[src/rtl/dii_packet_buffer.sv]
// Store-and-forward packet buffer for 16-bit flits.
// Packets are only presented downstream once their last flit is stored.
module dii_packet_buffer #(
    parameter int BUF_SIZE = 16
) (
    input  logic                      clk,
    input  logic                      rst,
    input  logic [15:0]               in_data,
    input  logic                      in_first,
    input  logic                      in_last,
    input  logic                      in_valid,
    output logic                      in_ready,
    output logic [15:0]               out_data,
    output logic                      out_first,
    output logic                      out_last,
    output logic                      out_valid,
    input  logic                      out_ready,
    output logic [$clog2(BUF_SIZE):0] packet_count
);

    localparam int AW = $clog2(BUF_SIZE);
    localparam int PW = AW + 1;
    localparam logic [PW-1:0] FULL  = PW'(BUF_SIZE);
    localparam logic [AW-1:0] ONE_A = AW'(1);

    logic [15:0]   mem_data_q [BUF_SIZE];
    logic          mem_last_q [BUF_SIZE];

    logic [AW-1:0] rd_q, rd_d;
    logic [AW-1:0] wr_q, wr_d;
    logic [AW-1:0] commit_q, commit_d;
    logic [PW-1:0] fill_q, fill_d;
    logic [PW-1:0] pcnt_q, pcnt_d;
    logic          open_q, open_d;
    logic          drop_q, drop_d;
    logic          ofirst_q, ofirst_d;

    logic          in_fire, out_fire;
    logic          restart, store, commit, oversize;
    logic [AW-1:0] base;
    logic [PW-1:0] partial, fill_in;

    assign in_ready     = !rst && (fill_q < FULL);
    assign out_valid    = !rst && (pcnt_q != '0);
    assign out_data     = mem_data_q[rd_q];
    assign out_last     = mem_last_q[rd_q];
    assign out_first    = ofirst_q;
    assign packet_count = pcnt_q;
    assign in_fire      = in_valid && in_ready;
    assign out_fire     = out_valid && out_ready;

    // Next-state: packet open/restart/drop bookkeeping and pointer moves
    always_comb begin
        restart  = in_fire && in_first && open_q;
        store    = in_fire && (in_first || (open_q && !drop_q));
        commit   = store && in_last;
        base     = restart ? commit_q : wr_q;
        partial  = {1'b0, wr_q - commit_q};
        fill_in  = fill_q - (restart ? partial : '0) + PW'(store);
        oversize = store && !in_last && (fill_in == FULL)
                   && (pcnt_q == '0);

        rd_d     = rd_q;
        ofirst_d = ofirst_q;
        wr_d     = wr_q;
        commit_d = commit_q;
        open_d   = open_q;
        drop_d   = drop_q;

        if (out_fire) begin
            rd_d     = rd_q + ONE_A;
            ofirst_d = mem_last_q[rd_q];
        end

        if (in_fire && in_first) begin
            open_d = 1'b1;
            drop_d = 1'b0;
        end
        if (store) begin
            wr_d = base + ONE_A;
        end
        if (commit) begin
            commit_d = base + ONE_A;
            open_d   = 1'b0;
        end
        if (in_fire && !store && in_last) begin
            open_d = 1'b0;
            drop_d = 1'b0;
        end
        // A packet that fills the whole buffer can never complete
        if (oversize) begin
            wr_d   = commit_q;
            open_d = 1'b0;
            drop_d = 1'b1;
        end

        fill_d = oversize ? '0 : fill_in - PW'(out_fire);
        pcnt_d = pcnt_q + PW'(commit) - PW'(out_fire && out_last);
    end

    // Flit storage; contents are deliberately not reset
    always_ff @(posedge clk) begin
        if (store) begin
            mem_data_q[base] <= in_data;
            mem_last_q[base] <= in_last;
        end
    end

    // Control state registers with synchronous reset
    always_ff @(posedge clk) begin
        if (rst) begin
            rd_q     <= '0;
            wr_q     <= '0;
            commit_q <= '0;
            fill_q   <= '0;
            pcnt_q   <= '0;
            open_q   <= 1'b0;
            drop_q   <= 1'b0;
            ofirst_q <= 1'b1;
        end else begin
            rd_q     <= rd_d;
            wr_q     <= wr_d;
            commit_q <= commit_d;
            fill_q   <= fill_d;
            pcnt_q   <= pcnt_d;
            open_q   <= open_d;
            drop_q   <= drop_d;
            ofirst_q <= ofirst_d;
        end
    end

endmodule

[config.mk]
export PLATFORM = sky130hd
export DESIGN_NAME = dii_packet_buffer
export DESIGN_NICKNAME = d
export VERILOG_FILES = /design/src/rtl/dii_packet_buffer.sv
export SDC_FILE = /design/constraint.sdc
export NUM_CORES = 1
export LEC_CHECK = 0
export BUFFER_PORTS_ARGS = -buffer_cell sky130_fd_sc_hd__buf_2
export CAP_MARGIN = 20
export CORE_MARGIN = 2
export CORE_UTILIZATION = 50
export CTS_CLUSTER_SIZE = 20
export DETAILED_ROUTE_END_ITERATION = 8
export MAX_ROUTING_LAYER = met4
export PLACE_DENSITY = 0.67
export SLEW_MARGIN = 20
export SYNTH_ARGS = -nofsm -noshare
export SYNTH_HDL_FRONTEND = slang
export SYNTH_SLANG_ARGS = --single-unit
export TNS_END_PERCENT = 5
[constraint.sdc]
create_clock -name clk -period 5.71 [get_ports clk]
set_input_delay 0.571 -clock clk [delete_from_list [all_inputs] [get_ports clk]]
set_output_delay 0.571 -clock clk [all_outputs]
set_load 0.02 [all_outputs]
== Word-level counts from Yosys, hierarchy flattened ==
Memories as Yosys holds them, arrays and structs flattened. A register that Yosys moved wholly into a read port is not among the register bits.
Index checks and enable logic that the tools add are counted.
W data, S select, Z words.
Storage, ports and cells
  flip-flop bits (word level): 25
  RAM bits: 272
  output and inout port bits: 25
  memories kept: 2
Cells by class
  add/sub/neg operators: 8
  magnitude comparators: 1
  eq/ne operators: 1
  multiplexer cells: 13
  reductions and logical operators: 26
Memory list
  mem_data_q: words 16, bits a word 16, read ports 1, clocked after Yosys merged registers in 1, wr ports 1, RTL line 26  | logic [15:0] mem_data_q [BUF_SIZE];
  mem_last_q: words 16, bits a word 1, read ports 1, clocked after Yosys merged registers in 1, wr ports 1, RTL line 27  | logic mem_last_q [BUF_SIZE];
Operators by type and width (number)
  $mux W4: 8
  $logic_and A1 B1 Y1: 15
  $add A5 B1 Y5: 2
  $sub A5 B1 Y5: 2
  $add A4 B1 Y4 const B: 2
  $eq A5 B5 Y1 const B: 1
  $logic_not A5 Y1: 1
  $lt A5 B5 Y1 const B: 1
  $mux W1: 5
  $reduce_bool A5 Y1: 1
  $sub A5 B4 Y5: 1
  $logic_not A1 Y1: 4
  $reduce_or A4 Y1: 1
  $sub A4 B4 Y4: 1
  $reduce_bool A3 Y1: 1
  $reduce_bool A2 Y1: 1
  $reduce_or A2 Y1: 1
  $logic_or A1 B1 Y1: 1

== Longest topological paths before layout ==
Gate-level depths: netlist of the first run.
  word-level depth: 12
  depth in mapped cells: 17
  depth with buffers taken out: 15

== Worst setup path before layout of the first run ==
No wires, ideal clock.
  kind: in2reg
  from: input rst
  to: register wr_q[3]
  library setup time: 86 ps
  data arrival time: 3583 ps
  required time: 5624 ps
  setup slack: 2041 ps
  cell stages on the path: 17
  path buffers: 3
  cells stage by stage: buf_6 > nor3b_4 > o21a_1 > buf_6 > inv_2 > ha_1 > inv_1 > ha_1 > inv_1 > fa_1 > nand2b_1 > a21oi_1 > xnor2_1 > or4_4 > buf_6 > mux2i_1 > a211oi_1
Between the ends
  cells in the longest elaborated chain, start to end: 12
Ends and longest elaborated chain
  start: declaration: RTL line 7  | input logic rst,
  $logic_not A1 Y1: RTL line 43  | assign in_ready = !rst && (fill_q < FULL);
  $logic_and A1 B1 Y1: RTL line 43
  $logic_and A1 B1 Y1: RTL line 49  | assign in_fire = in_valid && in_ready;
  $logic_and A1 B1 Y1 (2 in series): RTL line 54  | restart = in_fire && in_first && open_q;
  $mux W4: RTL line 59  | fill_in = fill_q - (restart ? partial : '0) + PW'(store);
  $sub A5 B4 Y5: RTL line 59
  $add A5 B1 Y5: RTL line 59
  $eq A5 B5 Y1: RTL line 60  | oversize = store && !in_last && (fill_in == FULL)
  $logic_and A1 B1 Y1: RTL line 60
  $logic_and A1 B1 Y1: RTL line 61  | && (pcnt_q == '0);
  $mux W4 or $reduce_bool A2 Y1 (tied branches)
  end signal: assignment: RTL line 122  | wr_q <= wr_d;
  end: declaration: RTL line 30  | logic [AW-1:0] wr_q, wr_d;
Several ways; a longest one is shown, not always the timed one. The select of a mux whose other input is x is not followed.
A chain may end at the register's enable or synchronous reset.

==> results of run 1 <==
[metal layers]
layer | GRT usage [%] | vias up
met3 | 2.47 | 30
met1 | 26.2 | 3133
li1 | - | 2591
met5 | - | -
met2 | 33.8 | 166
met4 | 5.41 | 0
[layout make-up]
cell class | instances | area, sq um
Sequential cell | 301 | 8750
Multi-Input combinational cell | 260 | 3180
Tap cell | 319 | 399
Inverter | 19 | 71.3
Fill cell | 1731 | 9890
Clock inverter | 17 | 136
Timing Repair Buffer | 66 | 380
Clock buffer | 39 | 806
[registers in the layout, indices dropped and copies added, names as in the netlist, named ones only]
name / flops
commit_q: 4
drop_q: 1
fill_q: 5
mem_data_q: 256
mem_last_q: 16
open_q: 1
out_first: 1
packet_count: 5
rd_q: 4
wr_q: 4
[through the flow]
step           area (sq um)  setup slack (ps)  total power [uW]
6_report              13700              1790              5200
3_5_place_dp          12800              1430              3390
2_1_floorplan         12100              2040              3180
5_1_grt               13700              1560              5410
4_1_cts               13700              1690              5250
3_3_place_gp          12800              1630              3360
[power groups by stage]
stage	clock network, uW	registers (uW)	logic, uW
floorplan	0	2540	636
global placement	0	2560	797
CTS	1900	2520	833
global route	1990	2530	902
finish	1860	2520	823
detailed placement	0	2560	829
[kinds of logic after synthesis]
group           count (synthesis)
simple gates                   90
compound gates                 34
xor+xnor                       17
buf+inv                        44
flops                         301
mux                            92
fa+ha+maj                      27
[worst max-delay path, stage by stage, from the launching register on]
cell and delay (ps):
dfxtp_4 600, buf_4 830, mux4_2 610, mux4_2 520, buf_2 190
[final timing paths]
| check | startpoint | to | slack (ps) | depth (start not counted) |
|---|---|---|---|---|
| hold reg to reg | drop_q$_SDFFE_PP0P_ | drop_q$_SDFFE_PP0P_ | 500 | 2 |
| setup reg to reg | fill_q[4]$_SDFF_PP0_ | wr_q[1]$_SDFFE_PP0P_ | 1910 | 14 |
| setup / recovery | register | out_data[14] | 1790 | 4 |
| hold / removal | in_first | open_q$_SDFFE_PP0N_ | 400 | 3 |
[placed cells by master, fill, tap and decap left out, drive strengths merged, types with 2 or more instances in the layout]
master,netlist,layout
clkinvlp,0,3
o21ai,7,7
buf,12,66
fa,3,3
dfxtp,29,29
or2,2,2
bufinv,0,2
clkinv,0,11
nand2,15,15
and2,4,4
a211oi,3,3
inv,19,20
clkbuf,13,39
edfxtp,272,272
nor2b,2,2
nand3,5,5
mux4,85,85
or3,2,2
xnor2,9,9
nand4,3,3
a21oi,12,12
ha,24,24
nand2b,5,5
xor2,8,8
a21o,3,3
nor2,47,47
mux2i,7,7
o21a,2,2
==> impl_metrics.json, run 1 <==
{
  "ys_dominant_reg_cell": "edfxtp_1",
  "finalCriticalPeriod_ps": 3920,
  "netlist_top_cells_count": "272 x edfxtp_1, 85 x mux4_2, 47 x nor2_1",
  "grt_pass1_wl_mm": 37.4,
  "fp.dieArea_sq_um": 25400,
  "setup_repair_after_global_routing_missed_its_margin": "no",
  "drt-initial-drc-count": 484,
  "sw_frac_of_total_pct": 24.3,
  "synth-compound-area-share_pct": 1.80,
  "detail_route.wirelength_mm": 24.0,
  "antenna_left": 0,
  "netlist.area_leader.share_pct": 67.6,
  "synth-seq-cells": 301,
  "chipWidth_um": 159,
  "mappedNetlistNets": 654,
  "dpl.hpwl_mm": 13.9,
  "placement_rows": 56,
  "synthToLayoutAreaGrowth_pct": 13.6,
  "fin_worst_hold_slack_ps": 400,
  "vdd_drop_max_mv": 0.215,
  "startpoint_type": "register",
  "period_share_pct": 68.6,
  "synth_fa_ha_area_share_pct": 2.98,
  "finalNetCount": 727,
  "drive_above_1_share_pct": 31.1,
  "max-clock-path-buffers": 3,
  "simple_logic_cell_fraction_of_the_synthesized_area_pct": 3.51,
  "clock_power_share_pct": 35.7,
  "power_switching_uw": 1260,
  "yosys.cell_types.count": 40,
  "post_cts.repair.setup_buffers": 0,
  "synth_area_per_cell_sq_um": 20.0,
  "hold_viol_final": 0,
  "wl_met3_mm": 1.18,
  "run_status": "finished, final reports clean",
  "worstPathArrival_ps": 3350,
  "cts_tree": "built",
  "synthMuxAreaShare_pct": 16.4,
  "placed_cells_incl_taps": 965,
  "clk_pin_slew_worst_paths_ps": 60,
  "die_y_um": 159,
  "io_buffers": 46,
  "dominant_cells_by_area_after_synthesis": "edfxtp_1 68%, mux4_2 16%, dfxtp_1 4.8%",
  "final_max_slew_viol_count": 0,
  "number_of_hold_repair_buffers_added_at_the_cts_stage": 0,
  "final_cell_count_no_fill": 1021,
  "hold_path.class": "in2reg",
  "synth_enable_flop_cells": 272,
  "drc": 0,
  "worst-slew-pin-transition_ps": 1010,
  "grt_util_all_layers_pct": 20.0,
  "globalRouteOverflowTotal": 0,
  "p_int_uw": 3930,
  "async_reset_ff_share_pct": 0,
  "crit_fanout": 50,
  "global_placement_routability_congestion": 0.829,
  "tns_ps": 0,
  "synth.cell_area_sq_um": 12100,
  "grt_pass1_vias": 6299,
  "clkSinkCount": 301,
  "drt_via_density": 5.80,
  "htreeDepth": 1,
  "setup_skew_after_layout_ps": 17.9,
  "critical_path_required_ps": 5140,
  "placeableCoreArea_sq_um": 23600,
  "max_freq_mhz": 255,
  "seq_area_frac_synth_pct": 72.4,
  "timing.setup.critical_path_class": "reg2out",
  "initial_utilization_pct": 51.2,
  "max_cap_violations": 0,
  "yosys.cell_count.top_type": "edfxtp_1",
  "clock_insertion_delay_worst_skew_ps": 540,
  "synth_top_family_by_area": "multiplexers",
  "top_layer": "met4",
  "antenna_cells": 0,
  "route.layer.met1.wl_mm": 9.92,
  "initial_antenna_violation_count": 0,
  "comb_power_share_pct": 15.8,
  "synth_xor_xnor_area_share_pct": 1.23,
  "numCtsBuffers": 30,
  "count_of_cells_resized_by_post_cts_repair": 0,
  "power_frac_seq_pct": 48.4,
  "worst_slew_margin_rel_pct": 32.6,
  "finalSetupViolations": 0,
  "cts-root-buf": "clkbuf_16",
  "cell_type_with_the_highest_aggregate_area_in_the_netlist": "edfxtp_1",
  "crit_path_end_kind": "primary output",
  "routed_length_on_met2_mm": 12.5,
  "post-route-util_pct": 58.1,
  "power.density_nw_per_um2": 379,
  "synth.yosys.warnings": 0,
  "number_of_ports_placed_on_the_die_boundary": 47,
  "first_pass_iters": 4,
  "synth_cells": 605,
  "via_count": 5920,
  "largest_net_degree_at_the_start_of_global_routing": 51,
  "post_drt_wl_per_cell_um": 23.5,
  "p_leak_uw": 0.00444
}
Power figures use the tool's default switching activity.
==> inputs of run 2 (changes only) <==
--- a/config.mk
+++ b/config.mk
@@ -5,6 +5,7 @@
 export SDC_FILE = /design/constraint.sdc
 export NUM_CORES = 1
 export LEC_CHECK = 0
+export ABC_AREA = 1
 export BUFFER_PORTS_ARGS = -buffer_cell sky130_fd_sc_hd__buf_2
 export CAP_MARGIN = 20
 export CORE_MARGIN = 2
==> constraint.sdc (replaced) <==
create_clock -name clk -period 4.05 [get_ports clk]
set_input_delay 0.405 -clock clk [delete_from_list [all_inputs] [get_ports clk]]
set_output_delay 0.405 -clock clk [all_outputs]
set_load 0.02 [all_outputs]
==> run 2 against run 1 <==
Compared with the run above:
- worst hold slack worse by 220 ps
- largest power group unchanged
- routed wire length is 14% higher
- register-to-register slack worse by 1000 ps
- clock skew is 7.4 ps lower
- setup slack worse by 960 ps
- sequential power is 39% higher
- non-clock buffer count is 11 higher
- critical path depth is 4 higher
- core utilization is 0.87 points lower
- combinational power is 66% higher
- first-iteration DRC count is 47% higher
==> impl_metrics.json, run 2 <==
{
  "largest_register_ff_count": 256,
  "synthToLayoutAreaGrowth_pct": 12.8,
  "largest_net_degree_at_the_start_of_global_routing": 98,
  "max-clock-path-buffers": 3,
  "grt_util_all_layers_pct": 21.4,
  "io_buffers": 46,
  "synth_enable_flop_cells": 272,
  "layout_top_registers": "mem_data_q x256, mem_last_q x16",
  "setup_slack_after_placement_ps": 665,
  "synth_cells": 974,
  "critical_path_required_ps": 3640,
  "grt_pass1_vias": 7405,
  "max_freq_mhz": 310,
  "detail_route.wirelength_mm": 27.2,
  "async_reset_ff_share_pct": 0,
  "global_placement_routability_congestion": 0.822,
  "startpoint_type": "register",
  "grt_pass1_wl_mm": 41.9,
  "post_drt_wl_per_cell_um": 19.6,
  "count_of_cells_resized_by_post_cts_repair": 0,
  "footprint_of_the_multi_input_gates_sq_um": 3320,
  "layout_commonest_cell": "edfxtp_1",
  "vdd_drop_max_mv": 0.287,
  "netlist_top_cells_count": "272 x edfxtp_1, 110 x inv_1, 89 x a21oi_1",
  "cts_tree": "built",
  "setup_repair_after_global_routing_missed_its_margin": "no",
  "post-layout-total-power_uw": 7520,
  "clk_pin_slew_worst_paths_ps": 60,
  "fin_ws_ps": 829,
  "timing.setup.critical_path_class": "reg2out",
  "chipWidth_um": 163,
  "netlist.area_leader.share_pct": 64.3,
  "post_cts.repair.setup_buffers": 0,
  "synth-seq-cells": 301,
  "dpl.hpwl_mm": 15.9,
  "seq_area_frac_synth_pct": 68.8,
  "die_y_um": 163,
  "synth_area_per_cell_sq_um": 13.0,
  "drt_via_density": 5.50,
  "max_cap_violations": 0,
  "finalCriticalPeriod_ps": 3220,
  "hold_path.class": "in2reg",
  "tns_ps": 0,
  "worstPathArrival_ps": 2820,
  "antenna_left": 0,
  "numCtsBuffers": 30,
  "finalNetCount": 1083,
  "clkSinkCount": 301,
  "period_share_pct": 79.5,
  "yosys.cell_count.top_type": "edfxtp_1",
  "synth.cell_area_sq_um": 12700,
  "placement_rows": 58,
  "worst_slew_margin_rel_pct": 44.6,
  "mappedNetlistNets": 1023,
  "finalSetupViolations": 0,
  "fp.dieArea_sq_um": 26700,
  "power.density_nw_per_um2": 525,
  "cell_type_with_the_highest_aggregate_area_in_the_netlist": "edfxtp_1",
  "initial_antenna_violation_count": 1,
  "area.sequential_sq_um": 8750,
  "htreeDepth": 1,
  "number_of_hold_repair_buffers_added_at_the_cts_stage": 0,
  "top_register_by_number_of_flip_flops": "mem_data_q",
  "placeableCoreArea_sq_um": 25000,
  "synth.yosys.warnings": 0,
  "number_of_ports_placed_on_the_die_boundary": 47,
  "final_cell_mix": "272 x edfxtp_1, 110 x inv_1, 89 x a21oi_1, 78 x o21ai_0, 70 x o211ai_1",
  "crit_fanout": 61,
  "hold_viol_final": 0,
  "drc": 0,
  "fillers": 2007,
  "dominant_cells_by_area_after_synthesis": "edfxtp_1 64%, mux2i_1 5.4%, dfxtp_1 4.6%",
  "worst-slew-pin-transition_ps": 831,
  "via_count": 7635,
  "cts-root-buf": "clkbuf_16",
  "initial_utilization_pct": 50.8,
  "final_max_slew_viol_count": 0,
  "crit_path_end_kind": "primary output",
  "globalRouteOverflowTotal": 0,
  "first_pass_iters": 5,
  "ys_dominant_reg_cell": "edfxtp_1",
  "drive_above_1_share_pct": 14.8,
  "run_status": "finished, final reports clean",
  "setup_skew_after_layout_ps": 10.5,
  "drt-initial-drc-count": 710,
  "p_leak_uw": 0.00507,
  "yosys.cell_types.count": 36,
  "clock_insertion_delay_worst_skew_ps": 550,
  "fin_worst_hold_slack_ps": 184
}
## run 2: cell count changes after synthesis, moves of 6 or more
cell / change
clkbuf_1: +11
mux2i_1: +61
mux4_2: -85
nor2_1: -8
nand2_1: +44
inv_1: +92
o21ai_0: +71
o21ai_1: +19
xnor2_1: -6
o211ai_1: +69
nand3_1: +22
a21oi_1: +77
## run 2: logic make-up (layout without fill, tap and decap cells)
group / Yosys count / count (layout) / synth area share [%]
flip-flops: 301 / 301 / 68.8
AO/OA/AOI/OAI: 262 / 262 / 11.8
buffers and inverters: 166 / 250 / 5.38
AND/OR/NAND/NOR: 142 / 142 / 5.21
multiplexers: 68 / 68 / 5.36
adder cells (fa/ha/maj): 27 / 27 / 2.84
XOR/XNOR: 8 / 8 / 0.551
other: 0 / 1 / 0
## run 2: metrics by stage
step | area, sq um | util [%] | std cells
after floorplan | 12700 | - | 974
after global placement | 13400 | 53.5 | 1332
after detailed placement | 13400 | 53.5 | 1332
after CTS | 14300 | 57.2 | 1388
after global routing | 14300 | 57.2 | 1389
final | 14300 | 57.2 | 1389
## run 2: path summary, 6_finish.rpt
| path | slack (ps) | end | startpoint | depth (start not counted) |
|---|---|---|---|---|
| max | 830 | out_data[3] | register | 8 |
| min | 180 | packet_count[1]$_SDFF_PP0_ | rst | 2 |
| max reg2reg | 910 | wr_q[0]$_SDFFE_PP0P_ | commit_q[2]$_SDFFE_PP0P_ | 18 |
| min reg2reg | 500 | drop_q$_SDFFE_PP0P_ | drop_q$_SDFFE_PP0P_ | 2 |
## run 2: layout make-up
class                   count  share of cell area [%]
diodes                      1                  0.0175
clock buffers              44                    5.97
clock inverters            12                   0.585
inverters                 117                    3.06
multi-input cells         507                    23.1
flip-flops and latches    301                    61.1
well taps                 330                    2.88
repair buffers             77                    3.26
## run 2: routing by layer
metal	track usage [%]	part of all wire, %	wire length, um
met5	-	0	0
met4	5.43	2.5	671
met3	3.25	5.1	1400
met2	35.1	48	13100
met1	28.2	44	12000
## run 2: where the power goes
group	switching, uW	internal (uW)	leakage (uW)
registers	52.9	3460	0.00269
clock network	1110	1520	0.000461
logic	883	491	0.00192
## run 2: critical path: stages (launching register included)
cell      delay, ps
dfxtp_4         450
buf_4           390
buf_4           630
a21oi_1         130
o21ai_0         120
o211ai_1        150
o211ai_1        120
nand2_1          70
buf_2           160
